===== config.mk =====
export PLATFORM = sky130hd
export DESIGN_NAME = dual_rail_inject_ctrl
export DESIGN_NICKNAME = d
export VERILOG_FILES = /design/src/rtl/dual_rail_pkg.sv /design/src/rtl/sync_2ff.sv /design/src/rtl/dual_rail_inject_ctrl.sv
export SDC_FILE = /design/constraint.sdc
export NUM_CORES = 1
export LEC_CHECK = 0
export BUFFER_PORTS_ARGS = -buffer_cell sky130_fd_sc_hd__buf_2
export CORE_ASPECT_RATIO = 0.8
export CORE_MARGIN = 3
export CORE_UTILIZATION = 40
export DETAILED_ROUTE_END_ITERATION = 16
export PLACE_DENSITY_LB_ADDON = 0.05
export SYNTH_ARGS = -nofsm -noshare
export SYNTH_HDL_FRONTEND = slang
export SYNTH_SLANG_ARGS = --single-unit

===== constraint.sdc =====
create_clock -name clk_i -period 3.5 [get_ports clk_i]
set_input_delay 0.35 -clock clk_i [delete_from_list [all_inputs] [get_ports clk_i]]
set_output_delay 0.35 -clock clk_i [all_outputs]
set_load 0.05 [all_outputs]

===== src/rtl/dual_rail_pkg.sv =====
// Shared types and constants for the dual-rail inject controller and its helpers.
//   enc_e        : handshake encoding of the asynchronous link (two-phase or four-phase)
//   inj_state_e  : sequencer states
//   SYNC_STAGES  : depth of the acknowledge synchroniser
//   enc_from_str : maps the ENC string parameter onto enc_e
package dual_rail_pkg;

  typedef enum logic {
    ENC_TP,
    ENC_4P
  } enc_e;

  typedef enum logic [1:0] {
    IDLE,
    DATA,
    SPACER,
    ERR
  } inj_state_e;

  localparam int unsigned SYNC_STAGES = 2;

  // Anything other than "TP" selects four-phase level signalling.
  function automatic enc_e enc_from_str(input string enc);
    return (enc == "TP") ? ENC_TP : ENC_4P;
  endfunction

endpackage


===== src/rtl/sync_2ff.sv =====
// Single-bit flop-chain synchroniser with asynchronous active-low reset.
//   clk_i  : destination clock
//   rst_ni : asynchronous active-low reset, loads ResetVal into every stage
//   d_i    : asynchronous input
//   q_o    : synchronised output, Stages cycles behind d_i
module sync_2ff #(
  parameter int unsigned Stages   = 2,
  parameter logic        ResetVal = 1'b0
) (
  input  logic clk_i,
  input  logic rst_ni,
  input  logic d_i,
  output logic q_o
);

  logic [Stages-1:0] sync_q;

  always_ff @(posedge clk_i or negedge rst_ni) begin
    if (!rst_ni) begin
      sync_q <= {Stages{ResetVal}};
    end else begin
      sync_q <= {sync_q[Stages-2:0], d_i};
    end
  end

  assign q_o = sync_q[Stages-1];

endmodule


===== src/rtl/dual_rail_inject_ctrl.sv =====
// Sequencer that pushes words from a synchronous valid/ready source into a dual-rail
// value-inject stage, running one token (DATA) / return (SPACER) handshake per word.
//   clk_i        : system clock
//   rst_ni       : asynchronous active-low reset
//   s_valid_i    : source word valid
//   s_ready_o    : controller can accept a word (registered)
//   s_data_i     : source word
//   ack_async_i  : link acknowledge, asynchronous to clk_i
//   clr_err_i    : clears the sticky error and returns from ERR to IDLE
//   inj_en_o     : inject stage enable
//   inj_data_o   : inject stage data
//   busy_o       : high in any state other than IDLE
//   err_o        : sticky acknowledge-timeout flag
//   inj_count_o  : number of completed injections (wraps)
module dual_rail_inject_ctrl
  import dual_rail_pkg::*;
#(
  parameter string       ENC     = "TP",
  parameter int unsigned WIDTH   = 1,
  parameter int unsigned TIMEOUT = 1024,
  parameter int unsigned CNT_W   = 16
) (
  input  logic             clk_i,
  input  logic             rst_ni,
  input  logic             s_valid_i,
  output logic             s_ready_o,
  input  logic [WIDTH-1:0] s_data_i,
  input  logic             ack_async_i,
  input  logic             clr_err_i,
  output logic             inj_en_o,
  output logic [WIDTH-1:0] inj_data_o,
  output logic             busy_o,
  output logic             err_o,
  output logic [CNT_W-1:0] inj_count_o
);

  localparam enc_e            EncMode = enc_from_str(ENC);
  localparam int unsigned     TmoW    = (TIMEOUT > 1) ? $clog2(TIMEOUT) : 1;
  localparam logic [TmoW-1:0] TmoLast = TmoW'((TIMEOUT > 0) ? TIMEOUT - 1 : 0);

  inj_state_e       state_q;
  logic             inj_en_q;
  logic [WIDTH-1:0] inj_data_q;
  logic             s_ready_q;
  logic             err_q;
  logic [CNT_W-1:0] cnt_q;
  logic             ack_prev_q;
  logic [TmoW-1:0]  tmo_q;

  logic ack_s;
  logic ack_ev;
  logic tmo_hit;

  sync_2ff #(
    .Stages  (SYNC_STAGES),
    .ResetVal(1'b0)
  ) u_ack_sync (
    .clk_i (clk_i),
    .rst_ni(rst_ni),
    .d_i   (ack_async_i),
    .q_o   (ack_s)
  );

  // Two-phase: any change versus the last consumed level. Four-phase: the level the
  // current phase is waiting for.
  always_comb begin
    ack_ev = 1'b0;
    if (EncMode == ENC_TP) begin
      ack_ev = ack_s ^ ack_prev_q;
    end else if (state_q == DATA) begin
      ack_ev = ack_s;
    end else if (state_q == SPACER) begin
      ack_ev = ~ack_s;
    end
  end

  assign tmo_hit = (TIMEOUT != 0) && (tmo_q == TmoLast);

  always_ff @(posedge clk_i or negedge rst_ni) begin
    if (!rst_ni) begin
      state_q    <= IDLE;
      inj_en_q   <= 1'b0;
      inj_data_q <= '0;
      s_ready_q  <= 1'b0;
      err_q      <= 1'b0;
      cnt_q      <= '0;
      ack_prev_q <= 1'b0;
      tmo_q      <= '0;
    end else begin
      case (state_q)
        IDLE: begin
          s_ready_q  <= 1'b1;
          tmo_q      <= '0;
          // Track the link so an acknowledge seen while idle is never counted later.
          ack_prev_q <= ack_s;
          if (s_valid_i && s_ready_q) begin
            inj_data_q <= s_data_i;
            inj_en_q   <= 1'b1;
            s_ready_q  <= 1'b0;
            state_q    <= DATA;
          end
        end
        DATA: begin
          s_ready_q <= 1'b0;
          // Acknowledge takes priority over a timeout in the same cycle.
          if (ack_ev) begin
            ack_prev_q <= ack_s;
            inj_en_q   <= 1'b0;
            tmo_q      <= '0;
            state_q    <= SPACER;
          end else if (tmo_hit) begin
            inj_en_q <= 1'b0;
            err_q    <= 1'b1;
            tmo_q    <= '0;
            state_q  <= ERR;
          end else begin
            tmo_q <= tmo_q + TmoW'(1);
          end
        end
        SPACER: begin
          s_ready_q <= 1'b0;
          inj_en_q  <= 1'b0;
          if (ack_ev) begin
            ack_prev_q <= ack_s;
            inj_data_q <= '0;
            cnt_q      <= cnt_q + CNT_W'(1);
            tmo_q      <= '0;
            state_q    <= IDLE;
          end else if (tmo_hit) begin
            err_q   <= 1'b1;
            tmo_q   <= '0;
            state_q <= ERR;
          end else begin
            tmo_q <= tmo_q + TmoW'(1);
          end
        end
        ERR: begin
          s_ready_q <= 1'b0;
          inj_en_q  <= 1'b0;
          tmo_q     <= '0;
          if (clr_err_i) begin
            err_q      <= 1'b0;
            inj_data_q <= '0;
            // Re-align the two-phase reference with whatever level the link now holds.
            ack_prev_q <= ack_s;
            state_q    <= IDLE;
          end
        end
        default: begin
          state_q <= IDLE;
        end
      endcase
    end
  end

  assign s_ready_o   = s_ready_q;
  assign inj_en_o    = inj_en_q;
  assign inj_data_o  = inj_data_q;
  assign busy_o      = (state_q != IDLE);
  assign err_o       = err_q;
  assign inj_count_o = cnt_q;

endmodule

# [Word-level counts from Yosys, hierarchy flattened]
# Index checks and enable logic that the tools add are counted.
[classes] n_addsub=2 eq_ne=11 mux=25 n_bitwise=1 n_reduce_logical=15
[op_table] op="10-bit 2-to-1 mux" n=2
[op_table] op="10-bit case mux with 2 select lines" n=1
[op_table] op="16-bit by 1-bit adder with 16-bit output, second input constant" n=1
[op_table] op="1-bit 2-to-1 mux" n=11
[op_table] op="10-bit by 1-bit adder with 10-bit output, second input constant" n=1
[op_table] op="10-bit == test, second input constant" n=1
[op_table] op="2-bit 2-to-1 mux" n=5
[op_table] op="1-bit case mux with 3 select lines" n=3
[op_table] op="2-bit != test, second input constant" n=4
[op_table] op="2-bit case mux with 4 select lines" n=1
[op_table] op="2-bit AND reduction" n=4
[op_table] op="4-bit AND reduction" n=2
[op_table] op="2-bit OR reduction" n=3
[op_table] op="2-bit == test, second input constant" n=2
[op_table] op="2-bit by 1-bit != test with 1-bit output, second input constant" n=2
[op_table] op="1-bit case mux with 2 select lines" n=2
[op_table] op="2-bit nonzero test" n=2
[op_table] op="3-bit != test, second input constant" n=1
[op_table] op="3-bit nonzero test" n=1
[op_table] op="3-bit OR reduction" n=1
[op_table] op="2-bit by 1-bit == test with 1-bit output, second input constant" n=1
[op_table] op="2-bit logical NOT" n=1
[op_table] op="1-bit logical AND" n=1
[op_table] op="1-bit XOR" n=1
[word_totals] register_bits=35 inputBits=6 output_inout_bits=21 wordCells=63

# [Depth between registers and ports, before layout]
[depth] word_depth=4 mapped_depth=6 ltp_nobuf=6

# [Cells and area by module]
# From an unflattened synthesis, not the netlist that was laid out.
[hier_totals] hier_cells=147 hier_area_um2=1631.6
[modules_own_cells] module="dual_rail_inject_ctrl" instances=1 cells_per_inst=145 area_per_inst_um2=1581.5 seq_area_each_um2=825.8
[modules_own_cells] module="sync_2ff" instances=1 cells_per_inst=2 area_per_inst_um2=50.0 seq_area_each_um2=50.0

# [Worst setup path after synthesis]
# No wires, ideal clock.
[synth_timing] path_kind="register to register" from="register cnt_q[0] (netlist: inj_count_o[0])" to="register cnt_q[12] (netlist: inj_count_o[12])" setup_ns=0.082 t_arrival_ns=1.898 required_ns=3.418 path_slack_ns=1.520 stages_incl_launch_ff=6 n_path_buf=0 synth_period_minus_slack_ns=1.980 path_cell_list="dfrtp_1 ha_1 nand3_1 or4b_4 nor3_2 xor2_1"
[synth_between] elab_chain_cells=1
[synth_rtl] item="start: declaration" line_no="dual_rail_inject_ctrl.sv:46" text="logic [CNT_W-1:0] cnt_q;"
[synth_rtl] item="start signal: assignment" line_no="dual_rail_inject_ctrl.sv:126" text="cnt_q <= cnt_q + CNT_W'(1);"
[synth_rtl] item="16-bit by 1-bit adder with 16-bit output" line_no="dual_rail_inject_ctrl.sv:126"
# No other way between the ends.
# A chain may end at the register's enable or synchronous reset.

# [Worst setup path after layout]
[layout_timing] from="register state_q[0]" to="register cnt_q[13] (netlist: inj_count_o[13])"
[layout_between] elab_chain_cells=2
[layout_rtl] item="start: declaration" line_no="dual_rail_inject_ctrl.sv:41" text="inj_state_e state_q;"
[layout_rtl] item="start signal: assignment" line_no="dual_rail_inject_ctrl.sv:81" text="state_q <= IDLE;"
[layout_rtl] item="start signal: assignment" line_no="dual_rail_inject_ctrl.sv:100" text="state_q <= DATA;"
[layout_rtl] item="start signal: assignment" line_no="dual_rail_inject_ctrl.sv:110" text="state_q <= SPACER;"
[layout_rtl] item="2-bit == test" line_no="dual_rail_inject_ctrl.sv:90" text="case (state_q)"
[layout_rtl] item="2-bit AND reduction (no source line)"
# No other way between the ends.

==> impl_results.md <==
* Mapped Area at 1632 sq um
* Worst Path Class, Setup: register to register
* CP Buf/Inv Count at 1
* IO buf count at 26
* Post-Route WL at 2945 microns
* Power per Cell Area at 653.5 nW/um^2
* Largest cells by area after synthesis: dfrtp_1 (54%), xnor2_1 (7.0%), xor2_1 (5.9%)
* Initial antenna violation count at 0
* DRC at 0
* Fin util at 49.29%
* CTS tree: done
* Gr ovfl total at 0
* DRT antenna net count at 0
* CP peak stage delay at 0.55 ns
* Post-route setup TNS at 0 ns
* Clock Skews at 0.002282 ns
* Ys Warns at 0
* Die W at 77.41 microns
* # rows at 20
* Via count at 1123
* Asr flop ratio synth at 100.0%
* DRT iter0 DRCs at 52
* Layout area overhead at 16.41%
* CP cell instances: inv_1, ha_1, nand4_1, nor4_1, nand3_1, xnor2_1
* DRT Pass-1 Iters at 4
* Clock period minus final worst setup slack at 1.963 ns
* Layout Nets at 192
* Slew Limit Fails at 0
* Setup-failing EPs final at 0
* Synth unique cells at 29
* Gates resized, CTS repair at 0
* Sink Count at 35
* Worst-Margin Slew at 0.7593 ns
* Peak supply drop at 259.4 uV
* Cell count along the critical path at 6
* Most frequent cell after synthesis: dfrtp_1
* Period Utilization, post-route at 56.10%
* Maximum clock insertion buffer count at 2
* FF-to-FF path depth at 6
* ANT cells at 0
* Share of layout cells above drive strength 1 at 21.35%
* Critical path's slowest cell: nor4_1
* Global-route wire length before repair at 5112 microns
* Vias/cell at 4.820
* Max Clk Rate at 509.3 MHz
* Vias in the first global route at 1101
* Synth top area share at 53.68%
* Routed len/inst at 12.64 microns
* CTS buffer count at 5
* Reg clk slew, reported paths at 0.06 ns
* Largest net degree at the start of global routing at 36
* Leak at 0.9479 nW
* Synth Flop Type: dfrtp_1
* Register area share after synthesis at 53.68%
* Largest area contributor in the netlist: dfrtp_1
* Status: completed
* Die height at 63.13 microns
* Final Hold Viols at 0
* Mapped Nets at 160
* Crit Path Max Fanout at 7
* Initial Utilization at 42.34%
* Hold_buf cts at 0
* Core Region at 3854 sq um
* Root Driver: clkbuf_8
* Avg Cell Area, Syn at 11.10 sq um
* Headroom to the max-slew limit at 49.38%
* Top delay family on crit path: simple AND/OR/NAND/NOR gates
* Die Footprint at 4886 sq um
* Setup Buffers After CTS at 0
* H-tree levels at 2
* Gp weighted congestion at 0.7725
* Io pins at 27
* Crit start category: register
* Fillers at 392
* Worst-Skew Late Latency at 0.28 ns
* Worst setup EP type: register
* Post-Syn Instances at 147
* HP Class: input port to async pin
* Crit path DAT at 2.13 ns
* Top cells by instance count after synthesis: dfrtp_1 (35), nor2_1 (19), xnor2_1 (13)
* Flops & latches, synth at 35
* Max-cap viol count at 0
* EDFF count, synth at 0
* Overall routing resource usage at 13.40%
* WP data required at 3.67 ns
* Hpwl dp at 2167 microns
* RSZ-0062 raised after global routing: no
cell usage in the layout, fill, tap and decap left out:
master and count:
dfrtp_1 35, buf_2 26, nor2_1 19, xnor2_1 13, xor2_1 11, nand3_1 8, nand2_1 8, inv_1 7
nand4_1 7, ha_1 7, clkbuf_8 5, a21oi_1 4, mux2_2 4, and3_1 3, nand2b_1 3, nor3_1 2
o22a_1 2, xnor2_2 1, or3_1 1, or4b_4 1, nor4_1 1, nor3_2 1, a21boi_0 1, a31oi_1 1
nor3b_1 1, o41ai_1 1, o31ai_1 1, a22o_1 1, and4_1 1, o21ai_0 1, clkbuf_1 1
per-layer routing:
layer  vias to the layer above  wire length, microns  global-route usage, %
met5                         -                     0                      0
met4                         0                    57                  6.000
met3                         8                   142                  4.429
met2                        24                  1282                  19.61
met1                       524                  1462                  18.04
li1                        567                     -                      -
flip-flops by register name, indices dropped and copies added, names as in the netlist, 2 cells and up:
name / flops
state_q: 2
inj_count_o: 16
tmo_q: 10
u_ack_sync.sync_q: 2
logic make-up (layout without fill, tap and decap cells):
family / Yosys count / in the layout / synth area share, %
AND/OR/NAND/NOR: 56 / 56 / 17.49
buffers and inverters: 8 / 39 / 1.841
flip-flops: 35 / 35 / 53.68
AO/OA/AOI/OAI: 12 / 12 / 4.985
XOR/XNOR: 25 / 25 / 13.88
adder cells (fa/ha/maj): 7 / 7 / 5.368
multiplexers: 4 / 4 / 2.761
worst paths after layout:
kind / startpoint / end / slack [ns]
setup / recovery: state_q[0] / inj_count_o[13] / 1.54
hold / removal: rst_ni / inj_en_o / 0.14
setup reg to reg: state_q[0] / inj_count_o[13] / 1.54
hold reg to reg: u_ack_sync.sync_q[0] / u_ack_sync.sync_q[1] / 0.36
max in group asynchronous: rst_ni / tmo_q[1] / 2.88
min in group clk_i: ack_async_i / u_ack_sync.sync_q[0] / 0.18
through the flow:
stage          hold slack, ns  instances  power (mW)  worst slack, ns  instance area (sq um)
4_1_cts                0.1647        233       1.260            1.514                   1899
5_1_grt                0.1656        233       1.319            1.304                   1899
2_1_floorplan         0.05441        147      0.8752            1.520                   1632
3_5_place_dp           0.3517        227      0.9924            1.524                   1827
3_3_place_gp           0.3475        227      0.9841            1.566                   1827
6_report               0.1395        233       1.241            1.537                   1899
power breakdown:
group | leakage (nW) | switching (mW) | internal, mW
Combinational | 0.444 | 0.315 | 0.148
Sequential | 0.467 | 0.0535 | 0.463
Clock | 0.0371 | 0.129 | 0.132
Total | 0.948 | 0.497 | 0.744
cell type report:
| class | instances | area (sq um) | area share [%] |
|---|---|---|---|
| clock buffers | 6 | 72.57 | 3.821 |
| inverters | 7 | 26.28 | 1.383 |
| multi-input cells | 104 | 725.7 | 38.21 |
| flip-flops and latches | 35 | 875.8 | 46.11 |
| well taps | 55 | 68.82 | 3.623 |
| repair buffers | 26 | 130.1 | 6.851 |
(Power assumes the default switching activity.)
